## src/rtl/booth_r4_digit_serializer.sv

```systemverilog
// Radix-4 Booth multiplier-digit serializer: loads an N-bit operand and streams
// one overlapping 3-bit Booth window per digit, with its decode, to the adder.
module booth_r4_digit_serializer #(
   parameter int unsigned N = 8,
   localparam int unsigned IW = $clog2(N / 2 + 2)
) (
   input  logic          clk,
   input  logic          rst,
   input  logic          load_valid,
   output logic          load_ready,
   input  logic [N-1:0]  din,
   input  logic          is_signed,
   output logic          dig_valid,
   input  logic          dig_ready,
   output logic [2:0]    window,
   output logic          dig_neg,
   output logic          dig_two,
   output logic          dig_zero,
   output logic [IW-1:0] dig_idx,
   output logic          dig_last
);

   localparam int unsigned SW    = N + 3;
   localparam int unsigned D_SGN = (N + 1) / 2;
   localparam int unsigned D_UNS = N / 2 + 1;

   typedef enum logic {IDLE, SHIFT} state_t;

   state_t          state;
   state_t          state_n;
   logic [SW-1:0]   sreg;
   logic            fill;
   logic [IW-1:0]   cnt;
   logic [IW-1:0]   idx;
   logic            ext;
   logic            dig_fire;
   logic            last_fire;
   logic            load_fire;

   // Extension bit: sign of the operand when signed, zero otherwise.
   assign ext = is_signed & din[N-1];

   always_ff @(posedge clk) begin
      if (rst) state <= IDLE;
      else     state <= state_n;
   end

   // Handshakes and next state; a load may coincide with last-digit acceptance.
   always_comb begin
      state_n    = state;
      dig_fire   = 1'b0;
      last_fire  = 1'b0;
      load_ready = 1'b0;
      load_fire  = 1'b0;
      case (state)
         IDLE: begin
            load_ready = 1'b1;
            load_fire  = load_valid;
            if (load_valid) state_n = SHIFT;
         end
         SHIFT: begin
            dig_fire   = dig_ready;
            last_fire  = dig_ready & dig_last;
            load_ready = last_fire;
            load_fire  = last_fire & load_valid;
            if (last_fire && !load_valid) state_n = IDLE;
         end
         default: state_n = IDLE;
      endcase
   end

   // Operand shift register, extension fill, digit count and index.
   always_ff @(posedge clk) begin
      if (rst) begin
         sreg <= '0;
         fill <= 1'b0;
         cnt  <= '0;
         idx  <= '0;
      end else if (load_fire) begin
         sreg <= {{2{ext}}, din, 1'b0};
         fill <= ext;
         cnt  <= is_signed ? IW'(D_SGN) : IW'(D_UNS);
         idx  <= '0;
      end else if (dig_fire) begin
         sreg <= {fill, fill, sreg[SW-1:2]};
         idx  <= idx + IW'(1);
      end
   end

   assign dig_valid = (state == SHIFT);
   assign window    = sreg[2:0];
   assign dig_idx   = idx;
   assign dig_last  = (idx == cnt - IW'(1));

   // Booth decode of the current window.
   assign dig_neg  = window[2] & ~(window[1] & window[0]);
   assign dig_two  = (window == 3'b011) | (window == 3'b100);
   assign dig_zero = (window == 3'b000) | (window == 3'b111);

endmodule
```

## config.mk

```make
export PLATFORM = sky130hd
export DESIGN_NAME = booth_r4_digit_serializer
export DESIGN_NICKNAME = d
export VERILOG_FILES = /design/src/rtl/booth_r4_digit_serializer.sv
export SDC_FILE = /design/constraint.sdc
export NUM_CORES = 1
export LEC_CHECK = 0
export ABC_AREA = 1
export BUFFER_PORTS_ARGS = -buffer_cell sky130_fd_sc_hd__buf_4
export CORE_MARGIN = 2
export CORE_UTILIZATION = 40
export DETAILED_ROUTE_END_ITERATION = 6
export GPL_ROUTABILITY_DRIVEN = 0
export PLACE_DENSITY_LB_ADDON = 0.2
export SYNTH_ARGS = -nofsm -noshare
export SYNTH_HDL_FRONTEND = slang
export SYNTH_SLANG_ARGS = --single-unit
```

## constraint.sdc

```tcl
create_clock -name clk -period 3.1 [get_ports clk]
set_clock_uncertainty 0.05 [all_clocks]
set_input_delay 0.465 -clock clk [delete_from_list [all_inputs] [get_ports clk]]
set_output_delay 0.465 -clock clk [all_outputs]
set_load 0.05 [all_outputs]
```

# Word level (Yosys, flattened, before mapping)
# Cells that the tools add are included.
[totals]
reg_bits = 19
in_bits = 13
output_inout_bits = 12
wordCells = 35
[classes]
addsub = 2
eq_ne = 4
mux = 9
n_bitwise = 9
n_reduce_logical = 5
[op_table]
columns = ["operator", "n"]
rows = [
  ["two-way mux 11 bit", 2],
  ["== test 3 bit (second input constant)", 2],
  ["case mux 1 bit (2 select lines)", 3],
  ["bitwise AND 1 bit", 5],
  ["two-way mux 1 bit", 4],
  ["adder 3 x 1 -> 3 bit (second input constant)", 1],
  ["== test 3 x 2 -> 1 bit (second input constant)", 1],
  ["== test 3 bit", 1],
  ["zero test 3 bit", 1],
  ["subtractor 3 x 1 -> 3 bit (second input constant)", 1],
  ["inverter 1 bit", 2],
  ["OR 1 bit", 2],
  ["nonzero test 2 bit", 1],
  ["OR reduction 2 bit", 1],
  ["logical AND 1 bit", 1],
  ["zero test 1 bit", 1],
]

# Depth between registers and ports, before layout
# Gate-level depths: netlist of the first run.
[depth]
word_depth = 6
ltp_mapped = 11
mapped_depth_nobuf = 11

# Worst setup path after synthesis of the first run
# No wires, ideal clock.
[synth_timing]
kind = "reg2out"
from = "register sreg[2]"
to = "output dig_zero"
arrival_ps = 1719
t_required_ps = 2585
setup_slack_ps = 866
path_stages_with_launch = 4
path_buffers = 0
path_cell_list = "dfxtp_1 inv_1 a21oi_1 nor2_1"
[synth_between]
elab_chain_len = 2
word_cells_on_any_way = 3
classes_between = "eq/ne: 1; bitwise: 1; reduce/logical: 1"
[synth_lines]
columns = ["item", "line", "text"]
rows = [
  ["from (decl)", "31", "logic [SW-1:0] sreg;"],
  ["from (signal assigned)", "80", "sreg <= {{2{ext}}, din, 1'b0};"],
  ["from (signal assigned)", "85", "sreg <= {fill, fill, sreg[SW-1:2]};"],
  ["== test 3 bit / zero test 3 bit (equally long branches)", "98", "assign dig_zero = (window == 3'b000) | (window == 3'b111);"],
  ["OR 1 bit *", "98", ""],
  ["to (decl)", "18", "output logic dig_zero,"],
]
# Mark *: on every way between the ends. The rest lies on a longest branch, timed or not.

# Worst setup path after layout of the first run
[layout_timing]
from = "register idx[1] (netlist: dig_idx[1])"
to = "output load_ready"
[layout_between]
elab_chain_len = 3
[layout_lines]
columns = ["item", "line", "text"]
rows = [
  ["from (decl)", "34", "logic [IW-1:0] idx;"],
  ["from (signal assigned)", "86", "idx <= idx + IW'(1);"],
  ["== test 3 bit", "93", "assign dig_last = (idx == cnt - IW'(1));"],
  ["bitwise AND 1 bit", "63", "last_fire = dig_ready & dig_last;"],
  ["case mux 1 bit (2 select lines)", "55", "case (state)"],
  ["to (decl)", "10", "output logic load_ready,"],
]
# No other way between the ends.

==> metrics, run 1 <==
status=finished, final reports clean; most common cell after layout, fill and taps aside=nand2_1; full die area=2740 µm²; post-synthesis mux area share=0; WL final=2.08 mm; io pins=25; CP arrival=1.47 ns; met1 Use GR=0.204; GR met2 Demand/Resource=0.283; total gr overflow=0; drt first pass iters=4; largest net degree at the start of global routing=14; Post-Synth Adder-Cell Area=0.0134; final slew viol count=0; placed inst area=1080 µm²; syn nets=146; ANT cells=0; global-route usage over all layers=0.175; post-synthesis xor/xnor area fraction=0.00937; most frequent cells in the layout=nand2_1 (43), buf_4 (24), dfxtp_1 (17); setup TNS=0 ns; layout cell share with drive strength beyond 1=0.275; crit-path max cell delay=0.43 ns; Rel. slew slack=0.755; DIE HEIGHT=52.3 µm; Worst Path Buf+Inv=1; Post-layout nets=168; vias in the first global route=842; largest family of logic cells by synthesized area=simple AND/OR/NAND/NOR gates; sequential share of the synthesized area=0.364; CTS Buf Count=3; Hold Buf Count CTS=0; critical path, cell by cell=nand3_1 -> nand2_1 -> nand4_2 -> nand2_4 -> buf_4; WS Path Type=reg -> out; Synth Area in Simple Gates=0.379; drt drc=0; unrepaired setup endpoints after global routing=no; final hold vios=0; Pleak=0.000526 µW; H-tree depth=1; setup ws final=1.12 ns; fmax=0.505 GHz; Rows=17; Post-Syn Area=935 µm²; wire per inst=11.5 µm; M3 GR Usage=0.0371; initial antenna violation count=0; drt initial violations=16; syn_area_per_cell=7.08 µm²; Finished Cell Area=1110 µm²; maximum capacitance violations=0; Final period util=0.639; Worst Hold Class=in -> reg; fin crit period=1.98 ns; area grow syn2layout=18.3%; CP Data Required Time=2.58 ns; Resize count post-CTS=0; startpoint types=flip-flop; Post-CTS Setup Bufs=0; initial core utilization=0.423; fin util=0.500; CORE AREA=2210 µm²; critical path's top delay family=simple AND/OR/NAND/NOR gates; Slowest-stage cell, CP=dfxtp_1; Clk Tree Root Cell=clkbuf_4; Peak VDD IR=220 µV; Max clock buf depth=2; HPWL after DPL=1.48 mm; Synth Area in Compound Gates=0.106; Clock Pin Slew Worst Setup and Hold Paths=0.11 ns; # setup viols final=0; Clk Latency, worst-skew pair=0.30 ns; Total Power=482 µW; CP Capture Type=output pin; Die X=52.3 µm; worst slew pin tran=0.368 ns; vias per std cell=4.97; antenna violation net count after detailed routing=0; total number of vias=899; GR peak layer=met2; Post-Synthesis Cells=132; Pwr Density=435 nW/µm²; synthesis warning total=0; CTS sink count=17; worst slack, placed=1.46 ns; #FFs+latches synth=17; Critical Path Fanout Max=13; first-pass GRT wire length=3.51 mm; port buffer count=24; count of cell types in the netlist=23; CTS tree=yes
-- cell usage after synthesis --
library cell,instances,share of area
buf_4,5,0.040
nand4_2,1,0.013
inv_1,12,0.048
nand3_2,3,0.032
nand4_1,1,0.0067
inv_2,1,0.0040
o21ai_2,2,0.019
clkbuf_8,1,0.015
dfxtp_1,17,0.36
buf_12,1,0.021
a21oi_1,8,0.043
nand2_1,43,0.17
xor2_1,1,0.0094
nor2_1,9,0.036
nand2_4,2,0.024
or2_2,1,0.0067
ha_1,1,0.013
nand2_2,3,0.020
nand3_1,11,0.059
o21ai_0,2,0.011
o22ai_1,1,0.0067
and3_2,1,0.0080
o21ai_1,5,0.027
-- area by class of cell --
type	instances	area [µm²]
clock buffer	3	22.5
clock inverter	1	5.00
fill	249	1110
inverter	13	48.8
multi-input combinational	95	474
sequential	17	340
tap	28	35.0
timing repair buffer	24	180
-- power by group --
| part | switching [µW] | internal (µW) | total [µW] |
|---|---|---|---|
| clock network | 77.7 | 48.1 | 126 |
| registers | 8.79 | 230 | 239 |
| logic | 77.4 | 39.2 | 117 |
-- registers in the layout, summed over array words and instances, names as in the netlist --
signal	flops
dig_idx	3
dig_valid	1
sreg	10
cnt	2
fill	1
-- per-layer routing --
metal | part of all wire | up-vias
met3 | 0.052 | 4
li1 | - | 458
met2 | 0.49 | 20
met5 | 0 | -
met1 | 0.45 | 417
met4 | 0.016 | 0
-- per-stage QoR --
stage / std cells / hold WS (ns)
final: 181 / 0.292
after global routing: 181 / 0.283
after CTS: 181 / 0.280
after detailed placement: 177 / 0.399
after global placement: 177 / 0.392
after floorplan: 132 / 0.382
-- path summary, 6_finish.rpt --
| check | end | cells after the start | slack (ns) | start |
|---|---|---|---|---|
| worst max-delay path | load_ready | 5 | 1.12 | dig_idx[1] |
| worst min-delay path | cnt[2] | 2 | 0.29 | rst |
| worst max register to register | sreg[8] | 6 | 1.56 | dig_valid |
| worst min register to register | fill | 2 | 0.41 | fill |
-- logic make-up after synthesis --
group / after synthesis
AND/OR/NAND/NOR: 75
AO/OA/AOI/OAI: 18
XOR/XNOR: 1
adder cells (fa/ha/maj): 1
flip-flops: 17
buffers and inverters: 20
No activity file was read; power rests on OpenSTA's default activity.
==> run 2: changes to the inputs <==
Clock period 3.1 ns to 1.65 ns, I/O delays scaled along.
==> run 2 against run 1 <==
Sequential share of layout area decreased by 0.48 points. Global-route usage decreased by 0.77 points. First-iteration DRC count shrank 44%. Die area unchanged. Clock power rose by 80%. Non-clock buffer count is 2 higher. Critical path type unchanged. Final cell count rose by 1.1%. Utilization up 1.4 points. Power increased by 88%. Register-to-register slack got worse by 1.4 ns. Clock-buffer cell count up 1. Sequential power up 89%.
==> metrics, run 2 (synthesized netlist as in run 1, its figures left out) <==
R2R depth=9; Hold Buf Count CTS=0; Rows=17; CTS tree=yes; Pint=607 µW; clock share of power=0.251; Rel. slew slack=0.744; Pwr Density=796 nW/µm²; Clock Pin Slew Worst Setup and Hold Paths=0.10 ns; CP Data Required Time=1.35 ns; CP Launch Point=dig_idx[1]; Worst setup endpoint=load_ready; drt drc=0; total gr overflow=0; DR top layer=met4; worst reg2reg endpoint=sreg[6]; area grow syn2layout=21.6%; most common cell after layout, fill and taps aside=nand2_1; wire per inst=11.2 µm; HPWL after DPL=1.47 mm; total number of vias=884; part of the power in combinational logic=0.250; DIE HEIGHT=52.3 µm; WL met2=964 µm; global-route usage over all layers=0.167; Critical Path Fanout Max=5; antenna violation net count after detailed routing=0; unrepaired setup endpoints after global routing=no; final slew viol count=0; Worst Hold Class=in -> reg; final hold vios=0; Reg power frac=0.499; CTS sink count=17; io pins=25; Routed met3 length=113 µm; WL final=2.05 mm; CP arrival=1.26 ns; fmax=0.641 GHz; Final period util=0.946; WS Path Type=reg -> out; placed inst area=1090 µm²; Placed Cells=178; Die X=52.3 µm; Pleak=0.000539 µW; Clk Tree Root Cell=clkbuf_4; layout cell share with drive strength beyond 1=0.303; CP Capture Type=output pin; maximum capacitance violations=0; initial antenna violation count=0; drt first pass iters=4; Max clock buf depth=2; setup TNS=0 ns; Largest Register=sreg; Critical R2R Launch=dig_idx[1]; CORE AREA=2210 µm²; fin util=0.514; Finished Cell Area=1140 µm²; r2r setup slk=0.14 ns; Switching Fraction=0.329; vias in the first global route=749; Clk Latency, worst-skew pair=0.29 ns; Psw=298 µW; H-tree depth=1; number of flip-flops in the largest register=10; fin crit period=1.56 ns; ANT cells=0; Post-layout nets=170; # setup viols final=0; final cell count without fillers=183; Peak VDD IR=554 µV; drt initial violations=9; CTS Buf Count=3; WL met1=957 µm; Fillers=254; startpoint types=flip-flop; largest net degree at the start of global routing=13; port buffer count=24; vias per std cell=4.83; first-pass GRT wire length=3.36 mm; full die area=2740 µm²; worst slew pin tran=0.383 ns; most frequent cells in the layout=nand2_1 (43), buf_4 (25), dfxtp_1 (14); status=finished, final reports clean; initial core utilization=0.423
[run 2: cell count changes in the layout (fill, tap and decap cells not counted), sizes merged]
cell,before,now
buf,24,26
clkinv,1,0
clkbuf,3,4
[run 2: what timing repair did]
item,4_1_cts,5_1_grt
buffers inserted,1,0
pin swaps,1,0
endpoints found under the setup margin,1,12
gates resized for setup,0,4
[run 2: layer usage]
layer	global-route usage	up-vias
met4	0.0513	0
met5	0	-
met1	0.191	401
li1	-	463
met2	0.285	18
met3	0.0629	2
[run 2: area by class of cell]
cell class / count / area (µm²) / share of cell area
clock buffers: 4 / 26.3 / 0.0231
inverters: 13 / 48.8 / 0.0430
repair buffers: 26 / 199 / 0.175
multi-input cells: 95 / 483 / 0.425
flip-flops and latches: 17 / 344 / 0.303
well taps: 28 / 35.0 / 0.0308
[run 2: worst min-delay path by stage]
stage	startpoint	to	slack, ns	cells after the start
after detailed placement	rst	fill	0.40	2
after CTS	rst	fill	0.08	2
after global routing	rst	dig_valid	0.08	2
after global placement	rst	fill	0.40	2
final	rst	fill	0.08	2
after floorplan	rst	cnt[2]	0.27	1
[run 2: per-stage QoR]
stage / total power (µW) / worst slack, ns / hold WS [ns]
finish: 904 / 0.0893 / 0.0822
global route: 952 / 0.0140 / 0.0798
CTS: 907 / 0.00565 / 0.0775
detailed placement: 681 / 0.181 / 0.396
global placement: 677 / 0.205 / 0.395
floorplan: 624 / 0.0166 / 0.267
[run 2: power groups by stage]
stage                     clock network (µW)  registers [µW]  logic (µW)
after detailed placement                   0             460         221
after global placement                     0             459         218
final                                    227             451         226
after global routing                     251             454         248
after floorplan                            0             467         157
after CTS                                232             450         225
[run 2: worst max-delay path: stages (launching register included)]
cell and delay (ns):
dfxtp_2 0.36, inv_1 0.06, nand3_1 0.07, nand2_1 0.09, nand4_2 0.13, nand2_4 0.11
buf_6 0.16
